==> src/rtl/ps2_host_tx_if.sv <==
// rtl/ps2_host_tx_if.sv - command byte handshake and per-byte status between system and PS/2 transmitter.
interface ps2_host_tx_if;
  logic [7:0] tx_data;
  logic       tx_valid;
  logic       tx_ready;
  logic       busy;
  logic       done;
  logic       ack_err;

  modport master (
    output tx_data, tx_valid,
    input  tx_ready, busy, done, ack_err
  );

  modport slave (
    input  tx_data, tx_valid,
    output tx_ready, busy, done, ack_err
  );
endinterface

==> src/rtl/ps2_host_tx.sv <==
// rtl/ps2_host_tx.sv - PS/2 host-to-device byte transmitter driving open-drain pads via low-active enables.
// Define PS2_TX_TIMEOUT_EN to add a device-clock watchdog; without it a silent device keeps the block busy.
module ps2_host_tx #(
  parameter int INHIBIT_CYCLES = 5000,
  parameter int TIMEOUT_CYCLES = 750000
) (
  input  logic         clk,
  input  logic         clrn,
  input  logic         ps2_clk,
  input  logic         ps2_data,
  output logic         ps2_clk_oe,
  output logic         ps2_data_oe,
  ps2_host_tx_if.slave tx
);
  localparam logic [2:0] ST_IDLE      = 3'd0;
  localparam logic [2:0] ST_INHIBIT   = 3'd1;
  localparam logic [2:0] ST_START     = 3'd2;
  localparam logic [2:0] ST_DATA      = 3'd3;
  localparam logic [2:0] ST_ACK       = 3'd4;
  localparam logic [2:0] ST_WAIT_IDLE = 3'd5;

  localparam int IW = (INHIBIT_CYCLES > 2) ? $clog2(INHIBIT_CYCLES) : 1;
  // Clock is held low for INHIBIT_CYCLES: INHIBIT-1 cycles here plus the first START cycle.
  localparam logic [IW-1:0] INH_LAST = IW'(INHIBIT_CYCLES - 2);

  logic [2:0]    state;
  logic [7:0]    shreg;
  logic          par_bit;
  logic [3:0]    bit_cnt;
  logic [3:0]    cnt_inc;
  logic [IW-1:0] inh_cnt;
  logic          clk_oe_r;
  logic          data_oe_r;
  logic          done_r;
  logic          ack_res;
  logic          ack_err_r;
  logic          clk_s1, clk_s2, clk_d;
  logic          data_s1, data_s2;
  logic          fall;
  logic          tx_ready_w;

`ifdef PS2_TX_TIMEOUT_EN
  localparam logic [19:0] WD_LAST = 20'(TIMEOUT_CYCLES - 1);
  logic [19:0] wdog;
  logic [2:0]  state_d;
  logic        watched;
  assign watched = (state != ST_IDLE) && (state != ST_INHIBIT);
`endif

  assign fall       = clk_d & ~clk_s2;
  assign cnt_inc    = (bit_cnt == 4'd10) ? 4'd10 : bit_cnt + 4'd1;
  assign tx_ready_w = (state == ST_IDLE) && !done_r;

  assign tx.tx_ready = tx_ready_w;
  assign tx.busy     = ~tx_ready_w;
  assign tx.done     = done_r;
  assign tx.ack_err  = ack_err_r;
  assign ps2_clk_oe  = clk_oe_r;
  assign ps2_data_oe = data_oe_r;

  always_ff @(posedge clk or negedge clrn) begin
    if (!clrn) begin
      state     <= ST_IDLE;
      shreg     <= '0;
      par_bit   <= 1'b0;
      bit_cnt   <= '0;
      inh_cnt   <= '0;
      clk_oe_r  <= 1'b0;
      data_oe_r <= 1'b0;
      done_r    <= 1'b0;
      ack_res   <= 1'b0;
      ack_err_r <= 1'b0;
      clk_s1    <= 1'b1;
      clk_s2    <= 1'b1;
      clk_d     <= 1'b1;
      data_s1   <= 1'b1;
      data_s2   <= 1'b1;
`ifdef PS2_TX_TIMEOUT_EN
      wdog      <= '0;
      state_d   <= ST_IDLE;
`endif
    end else begin
      clk_s1  <= ps2_clk;
      clk_s2  <= clk_s1;
      clk_d   <= clk_s2;
      data_s1 <= ps2_data;
      data_s2 <= data_s1;
      done_r  <= 1'b0;

      case (state)
        ST_IDLE: begin
          if (tx.tx_valid && tx_ready_w) begin
            shreg    <= tx.tx_data;
            par_bit  <= ~^tx.tx_data;
            bit_cnt  <= '0;
            inh_cnt  <= '0;
            clk_oe_r <= 1'b1;
            state    <= ST_INHIBIT;
          end
        end
        ST_INHIBIT: begin
          inh_cnt <= inh_cnt + 1'b1;
          if (inh_cnt == INH_LAST) begin
            data_oe_r <= 1'b1;
            state     <= ST_START;
          end
        end
        ST_START: begin
          clk_oe_r <= 1'b0;
          if (fall) begin
            bit_cnt   <= cnt_inc;
            data_oe_r <= ~shreg[0];
            shreg     <= {1'b0, shreg[7:1]};
            state     <= ST_DATA;
          end
        end
        ST_DATA: begin
          if (fall) begin
            bit_cnt <= cnt_inc;
            if (cnt_inc <= 4'd8) begin
              data_oe_r <= ~shreg[0];
              shreg     <= {1'b0, shreg[7:1]};
            end else if (cnt_inc == 4'd9) begin
              data_oe_r <= ~par_bit;
            end else begin
              data_oe_r <= 1'b0;
              state     <= ST_ACK;
            end
          end
        end
        ST_ACK: begin
          if (fall) begin
            bit_cnt <= cnt_inc;
            ack_res <= data_s2;
            state   <= ST_WAIT_IDLE;
          end
        end
        ST_WAIT_IDLE: begin
          if (clk_s2 && data_s2) begin
            done_r    <= 1'b1;
            ack_err_r <= ack_res;
            state     <= ST_IDLE;
          end
        end
        default: begin
          clk_oe_r  <= 1'b0;
          data_oe_r <= 1'b0;
          state     <= ST_IDLE;
        end
      endcase

`ifdef PS2_TX_TIMEOUT_EN
      // Placed after the case so an expiring watchdog overrides any normal transition.
      state_d <= state;
      if (fall || (state != state_d))
        wdog <= '0;
      else
        wdog <= wdog + 1'b1;
      if (watched && (wdog == WD_LAST)) begin
        clk_oe_r  <= 1'b0;
        data_oe_r <= 1'b0;
        done_r    <= 1'b1;
        ack_err_r <= 1'b1;
        state     <= ST_IDLE;
      end
`endif
    end
  end
endmodule

==> src/flat_wrapper.sv <==
// flat-port wrapper written by rule: the top's interface ports become plain ports
module ps2_host_tx_flat 
#(
  parameter int INHIBIT_CYCLES = 5000,
  parameter int TIMEOUT_CYCLES = 750000
)
  (clk, clrn, ps2_clk, ps2_data, ps2_clk_oe, ps2_data_oe, tx_tx_data, tx_tx_valid, tx_tx_ready, tx_busy, tx_done, tx_ack_err);
  ps2_host_tx_if tx_i ();
  input  logic clk;
  input  logic clrn;
  input  logic ps2_clk;
  input  logic ps2_data;
  output logic ps2_clk_oe;
  output logic ps2_data_oe;
  input wire logic [$bits(tx_i.tx_data)-1:0] tx_tx_data;
  input wire logic [$bits(tx_i.tx_valid)-1:0] tx_tx_valid;
  output wire logic [$bits(tx_i.tx_ready)-1:0] tx_tx_ready;
  output wire logic [$bits(tx_i.busy)-1:0] tx_busy;
  output wire logic [$bits(tx_i.done)-1:0] tx_done;
  output wire logic [$bits(tx_i.ack_err)-1:0] tx_ack_err;
  assign tx_i.tx_data = tx_tx_data;
  assign tx_i.tx_valid = tx_tx_valid;
  assign tx_tx_ready = tx_i.tx_ready;
  assign tx_busy = tx_i.busy;
  assign tx_done = tx_i.done;
  assign tx_ack_err = tx_i.ack_err;
  ps2_host_tx #(.INHIBIT_CYCLES(INHIBIT_CYCLES), .TIMEOUT_CYCLES(TIMEOUT_CYCLES)) u_core (.clk(clk), .clrn(clrn), .ps2_clk(ps2_clk), .ps2_data(ps2_data), .ps2_clk_oe(ps2_clk_oe), .ps2_data_oe(ps2_data_oe), .tx(tx_i));
endmodule
==> config.mk <==
export PLATFORM = sky130hd
export DESIGN_NAME = ps2_host_tx_flat
export DESIGN_NICKNAME = d
export VERILOG_FILES = /design/src/rtl/ps2_host_tx_if.sv /design/src/rtl/ps2_host_tx.sv /design/src/flat_wrapper.sv
export SDC_FILE = /design/constraint.sdc
export NUM_CORES = 1
export LEC_CHECK = 0
export ABC_AREA = 1
export CAP_MARGIN = 20
export CORE_MARGIN = 8
export CORE_UTILIZATION = 40
export CTS_CLUSTER_DIAMETER = 150
export DETAILED_ROUTE_END_ITERATION = 10
export PLACE_DENSITY = 0.57
export SYNTH_ARGS = -nofsm -noshare
export SYNTH_HDL_FRONTEND = slang
export SYNTH_SLANG_ARGS = --single-unit
==> constraint.sdc <==
create_clock -name clk -period 2.9 [get_ports clk]
set_clock_uncertainty 0.2 [all_clocks]
set_input_delay 0.58 -clock clk [delete_from_list [all_inputs] [get_ports clk]]
set_output_delay 0.58 -clock clk [all_outputs]
set_load 0.1 [all_outputs]
# Word-level counts from Yosys, hierarchy flattened
# Index checks and enable logic that the tools add are counted.
[op_classes] add_sub_neg=2 magnitude_cmp=1 eq_ne=18 muxes=30 bitwise_logic=7 reduce_logical=21
[ops] op="$mux W8" count=4
[ops] op="$pmux W13 S2" count=1
[ops] op="$mux W3" count=8
[ops] op="$pmux W8 S3" count=1
[ops] op="$pmux W3 S6" count=1
[ops] op="$ne A2 B1 Y1 const B" count=7
[ops] op="$add A13 B1 Y13 const B" count=1
[ops] op="$eq A13 B13 Y1 const B" count=1
[ops] op="$mux W13" count=1
[ops] op="$mux W4" count=3
[ops] op="$reduce_and A2 Y1" count=5
[ops] op="$eq A4 B4 Y1 const B" count=2
[ops] op="$mux W1" count=8
[ops] op="$pmux W4 S2" count=1
[ops] op="$reduce_and A8 Y1" count=1
[ops] op="$reduce_xnor A8 Y1" count=1
[ops] op="$eq A3 B2 Y1 const B" count=2
[ops] op="$eq A3 B3 Y1 const B" count=2
[ops] op="$ne A2 B2 Y1 const B" count=3
[ops] op="$not A1 Y1" count=6
[ops] op="$reduce_or A3 Y1" count=2
[ops] op="$reduce_and A5 Y1" count=1
[ops] op="$add A4 B1 Y4 const B" count=1
[ops] op="$le A4 B4 Y1 const B" count=1
[ops] op="12 further kinds" count=15
[word_totals] ff_bits=39 inputBits=13 out_inout_bits=6

# Longest topological paths before layout
[logic_depth] ltp_word=7 depth_mapped=11

# Least setup slack after synthesis
# No wires, ideal clock.
[synth_timing] path_kind="reg-to-output" from="register u_core.done_r, in the netlist u_core.tx.done" to="output tx_busy" arrival_time_ps=1929 t_required_ps=2120 setup_slack_ps=191 stages_incl_launch_ff=3 cell_sequence="dfrtp_1 -> nor2_8 -> inv_1"
[synth_via] elab_chain_len=3
[synth_lines] element="start, declared" line="ps2_host_tx.sv:34" text="logic done_r;"
[synth_lines] element="start signal, assigned" line="ps2_host_tx.sv:70" text="done_r <= 1'b0;"
[synth_lines] element="start signal, assigned" line="ps2_host_tx.sv:88" text="done_r <= 1'b0;"
[synth_lines] element="start signal, assigned" line="ps2_host_tx.sv:140" text="done_r <= 1'b1;"
[synth_lines] element="$logic_not A1 Y1" line="ps2_host_tx.sv:52" text="assign tx_ready_w = (state == ST_IDLE) && !done_r;"
[synth_lines] element="$logic_and A1 B1 Y1" line="ps2_host_tx.sv:52"
[synth_lines] element="via tx_tx_ready" line="flat_wrapper.sv:17" text="output wire logic [$bits(tx_i.tx_ready)-1:0] tx_tx_ready;"
[synth_lines] element="$not A1 Y1" line="ps2_host_tx.sv:55" text="assign tx.busy = ~tx_ready_w;"
[synth_lines] element="end, declared" line="flat_wrapper.sv:18" text="output wire logic [$bits(tx_i.busy)-1:0] tx_busy;"
# The timed path passes the listed nets, and every way through them passes these cells.

# Final worst setup path
[layout_timing] from="register u_core.state[1]" to="output tx_tx_ready"
[layout_via] elab_chain_len=2
[layout_lines] element="start, declared" line="ps2_host_tx.sv:26" text="logic [2:0] state;"
[layout_lines] element="start signal, assigned" line="ps2_host_tx.sv:63" text="state <= ST_IDLE;"
[layout_lines] element="start signal, assigned" line="ps2_host_tx.sv:98" text="state <= ST_INHIBIT;"
[layout_lines] element="start signal, assigned" line="ps2_host_tx.sv:105" text="state <= ST_START;"
[layout_lines] element="$logic_not A3 Y1" line="ps2_host_tx.sv:52"
[layout_lines] element="$logic_and A1 B1 Y1" line="ps2_host_tx.sv:52"
[layout_lines] element="end, declared" line="flat_wrapper.sv:17"
# Every way passes these cells.

==> impl_metrics.csv <==
group,metric,value,unit
status,outcome,"finished, final reports clean",
logic_synthesis,synth-edff-count,0,
clocking,cts_repair_resize_count,0,
power_and_ir_drop,p_leak,1.34,nW
critical_path,critical_path_class,"register to output pin",
logic_synthesis,synthMuxAreaShare,3.04,%
logic_synthesis,mappedNetlistNets,309,
floorplanning,die_y,91.9,um
power_and_ir_drop,vdd_drop_max,0.886,mV
logic_synthesis,yosysTopAreaCellShare,36.9,%
logic_synthesis,synth-xor-area-share,2.66,%
drt,drt-total-wl,4.67,mm
floorplanning,io_pins,19,
critical_path,critPathRequiredTime,2.12,ns
clocking,post-cts-setup-buffers,0,
clocking,cts_buffers,5,
logic_synthesis,synth_top_family_by_area,"simple AND/OR/NAND/NOR gates",
critical_path,cp-end-kind,"output pin",
clocking,cts_max_level,2,
job,maxCapViolations,0,
timing,finalSetupViolCount,0,
power_and_ir_drop,power_frac_comb,53.6,%
logic_synthesis,synth_top_area_cell,"dfrtp_1",
logic_synthesis,synth_warnings,0,
layout,final_cell_mix,"nand2_1, inv_1, dfrtp_1",
clocking,holdBufCountCts,0,
timing,rsz0062_at_grt,"false",
timing,period_share,79.6,%
timing,tns,0,ns
drt,viasPerCell,4.77,
global_route,grt_overflow_total,0,
critical_path,crit_fanout,8,
layout,layout_commonest_cell,"nand2_1",
logic_synthesis,yosysSeqAreaShare,42.6,%
logic_synthesis,synth_compound_area_share,9.55,%
clocking,clockRootBuffer,"clkbuf_8",
critical_path,worstReg2RegStart,"u_core.state[1]$_DFFE_PN0P_",
global_route,track_usage,12.4,%
layout,drive_gt1_share,14.4,%
critical_path,cp_cell_sequence,"nor2_8 > nand2_4 > nor2_8 > buf_4",
layout,syn_to_final_growth,13.7,%
min_path,hold_path.startpoint,"u_core.clk_s1$_DFF_PN1_",
timing,worst_slew_pin_slew,0.856,ns
global_route,grt_max_degree,40,
power_and_ir_drop,seqPwrFrac,30.1,%
logic_synthesis,synth_fa_ha_area_share,2.71,%
drt,wl_per_cell,12.1,um
global_route,grt_pass1_vias,1846,
placed_design,place_congestion,0.789,
global_route,antenna_found_initial,0,
floorplanning,die-area,8450,sq um
clocking,clock_latency,0.29,ns
power_and_ir_drop,power.density,1080,nW/um^2
layout,num_antenna_cells,0,
timing,period_minus_slack,2.31,ns
timing,slew_headroom,42.9,%
logic_synthesis,synthCells,291,
clocking,cts_buffer_depth,2,
floorplanning,die_w,91.9,um
placed_design,hpwl,3.57,mm
timing,hold_ws,0.158,ns
global_route,grt_pass1_wl,8.63,mm
logic_synthesis,synth.distinct_cells,30,
floorplanning,initial_utilization,41.6,%
clocking,clk_pin_slew_worst_paths,0.08,ns
drt,detail-route-antenna-nets,0,
logic_synthesis,synth_area,2310,sq um
critical_path,worstSetupStartpoint,"u_core.state[1]$_DFFE_PN0P_",
critical_path,crit_top_cell,"nor2_8",
critical_path,max_stage_delay,0.54,ns
power_and_ir_drop,switchingPower,1.43,mW
logic_synthesis,yosys_register_bits,39,
clocking,cts_tree,"done",
clocking,clkSinkCount,39,
layout,fill_cells,560,
logic_synthesis,synth_flop_cell,"dfrtp_1",
logic_synthesis,avgSynthCellArea,7.92,sq um
floorplanning,core-area,5540,sq um
placed_design,io_buffers,18,
logic_synthesis,synth_area_leaders,"dfrtp_1, nand2_1, inv_1",
timing,drv_slew,0,
min_path,hold_class,"register to register",
critical_path,crit_path_start_kind,"register",
drt,vias,1831,
logic_synthesis,async_flop_share,100,%
logic_synthesis,synth-simple-area-share,30.1,%
power_and_ir_drop,clkPwrFrac,16.3,%
power_and_ir_drop,p_int,1.41,mW
timing,max_freq,433,MHz
critical_path,cp_top_family,"flip-flops",
drt,first_iter_violations,88,
timing,hold_viol,0,
drt,first_pass_iters,4,
critical_path,arrival,1.53,ns
layout,finalNetCount,329,
critical_path,crit_buf_inv,1,
power_and_ir_drop,switching_share,50.3,%
floorplanning,row_count,27,
critical_path,cp_slowest_cell,"dfrtp_1",
drt,drc_errors,0,
## path summary, 6_finish.rpt
check	to	slack (ns)	depth (start not counted)
max	tx_tx_ready	0.59	4
min	u_core.clk_s2$_DFF_PN1_	0.16	0
max reg2reg	u_core.shreg[1]$_DFFE_PN0P_	0.72	6
min reg2reg	u_core.clk_s2$_DFF_PN1_	0.16	0
max in group asynchronous	u_core.bit_cnt[2]$_DFFE_PN0P_	1.76	1
min in group asynchronous	u_core.shreg[4]$_DFFE_PN0P_	0.19	1
## power groups by stage
stage | Sequential, mW | Combinational [mW] | Clock, mW
after global placement | 0.862 | 1.53 | 0
final | 0.854 | 1.52 | 0.463
after floorplan | 0.945 | 1.21 | 0
after CTS | 0.852 | 1.54 | 0.477
after global routing | 0.873 | 1.72 | 0.495
after detailed placement | 0.863 | 1.54 | 0
## worst register-to-register path, cell delays in order (launching register included)
cell	delay [ns]
dfrtp_1	0.54
nand2_1	0.50
nor2_1	0.14
o21ai_1	0.25
nand3_4	0.24
nand2_1	0.15
o21ai_2	0.06
## cell type report
cell class / count / area [sq um] / area share (%)
tap: 72 / 90.1 / 3.44
sequential: 39 / 982 / 37.5
clock buffer: 5 / 68.8 / 2.62
multi-input combinational: 202 / 1110 / 42.3
inverter: 45 / 169 / 6.44
clock inverter: 3 / 43.8 / 1.67
timing repair buffer: 18 / 160 / 6.11
## cells in the mapped netlist (all sizes together), types with 2 or more instances
cell type  number
mux2i           7
nor2           25
ha              5
nand2          88
dfrtp          34
nand4           4
dfstp           5
nor3            3
nand3          27
xor2            3
buf             5
inv            45
o22ai           2
o21ai          27
xnor2           4
a21oi           4
## metrics by stage
stage | total power, mW | instances | setup WS [ns] | util, % | area, sq um
5_1_grt | 3.09 | 384 | 0.505 | 47.3 | 2620
2_1_floorplan | 2.15 | 291 | 0.191 | - | 2310
3_5_place_dp | 2.40 | 376 | 0.730 | 45.3 | 2510
4_1_cts | 2.87 | 384 | 0.580 | 47.3 | 2620
6_report | 2.84 | 384 | 0.592 | 47.3 | 2620
3_3_place_gp | 2.39 | 376 | 0.744 | 45.3 | 2510
## kinds of logic after synthesis
logic type,after synthesis
buffers and inverters,50
XOR/XNOR,7
AO/OA/AOI/OAI,36
flip-flops,39
multiplexers,7
adder cells (fa/ha/maj),5
AND/OR/NAND/NOR,147
## metal layers
layer | vias up | track usage, % | wire [um]
met3 | 7 | 3.18 | 150
met1 | 844 | 16.4 | 2360
met2 | 20 | 19.2 | 2090
li1 | 960 | - | -
met4 | 0 | 3.89 | 59
met5 | - | 0 | 0
## sequential cells by signal, summed over array words and instances (netlist names)
name                count
u_core.data_s1          1
u_core.par_bit          1
u_core.state            3
u_core.tx.done          1
u_core.ack_res          1
u_core.clk_s2           1
u_core.bit_cnt          4
u_core.data_s2          1
u_core.ps2_clk_oe       1
u_core.clk_d            1
u_core.shreg            8
u_core.tx.ack_err       1
u_core.clk_s1           1
u_core.ps2_data_oe      1
u_core.inh_cnt         13
Power figures use the tool's default switching activity.
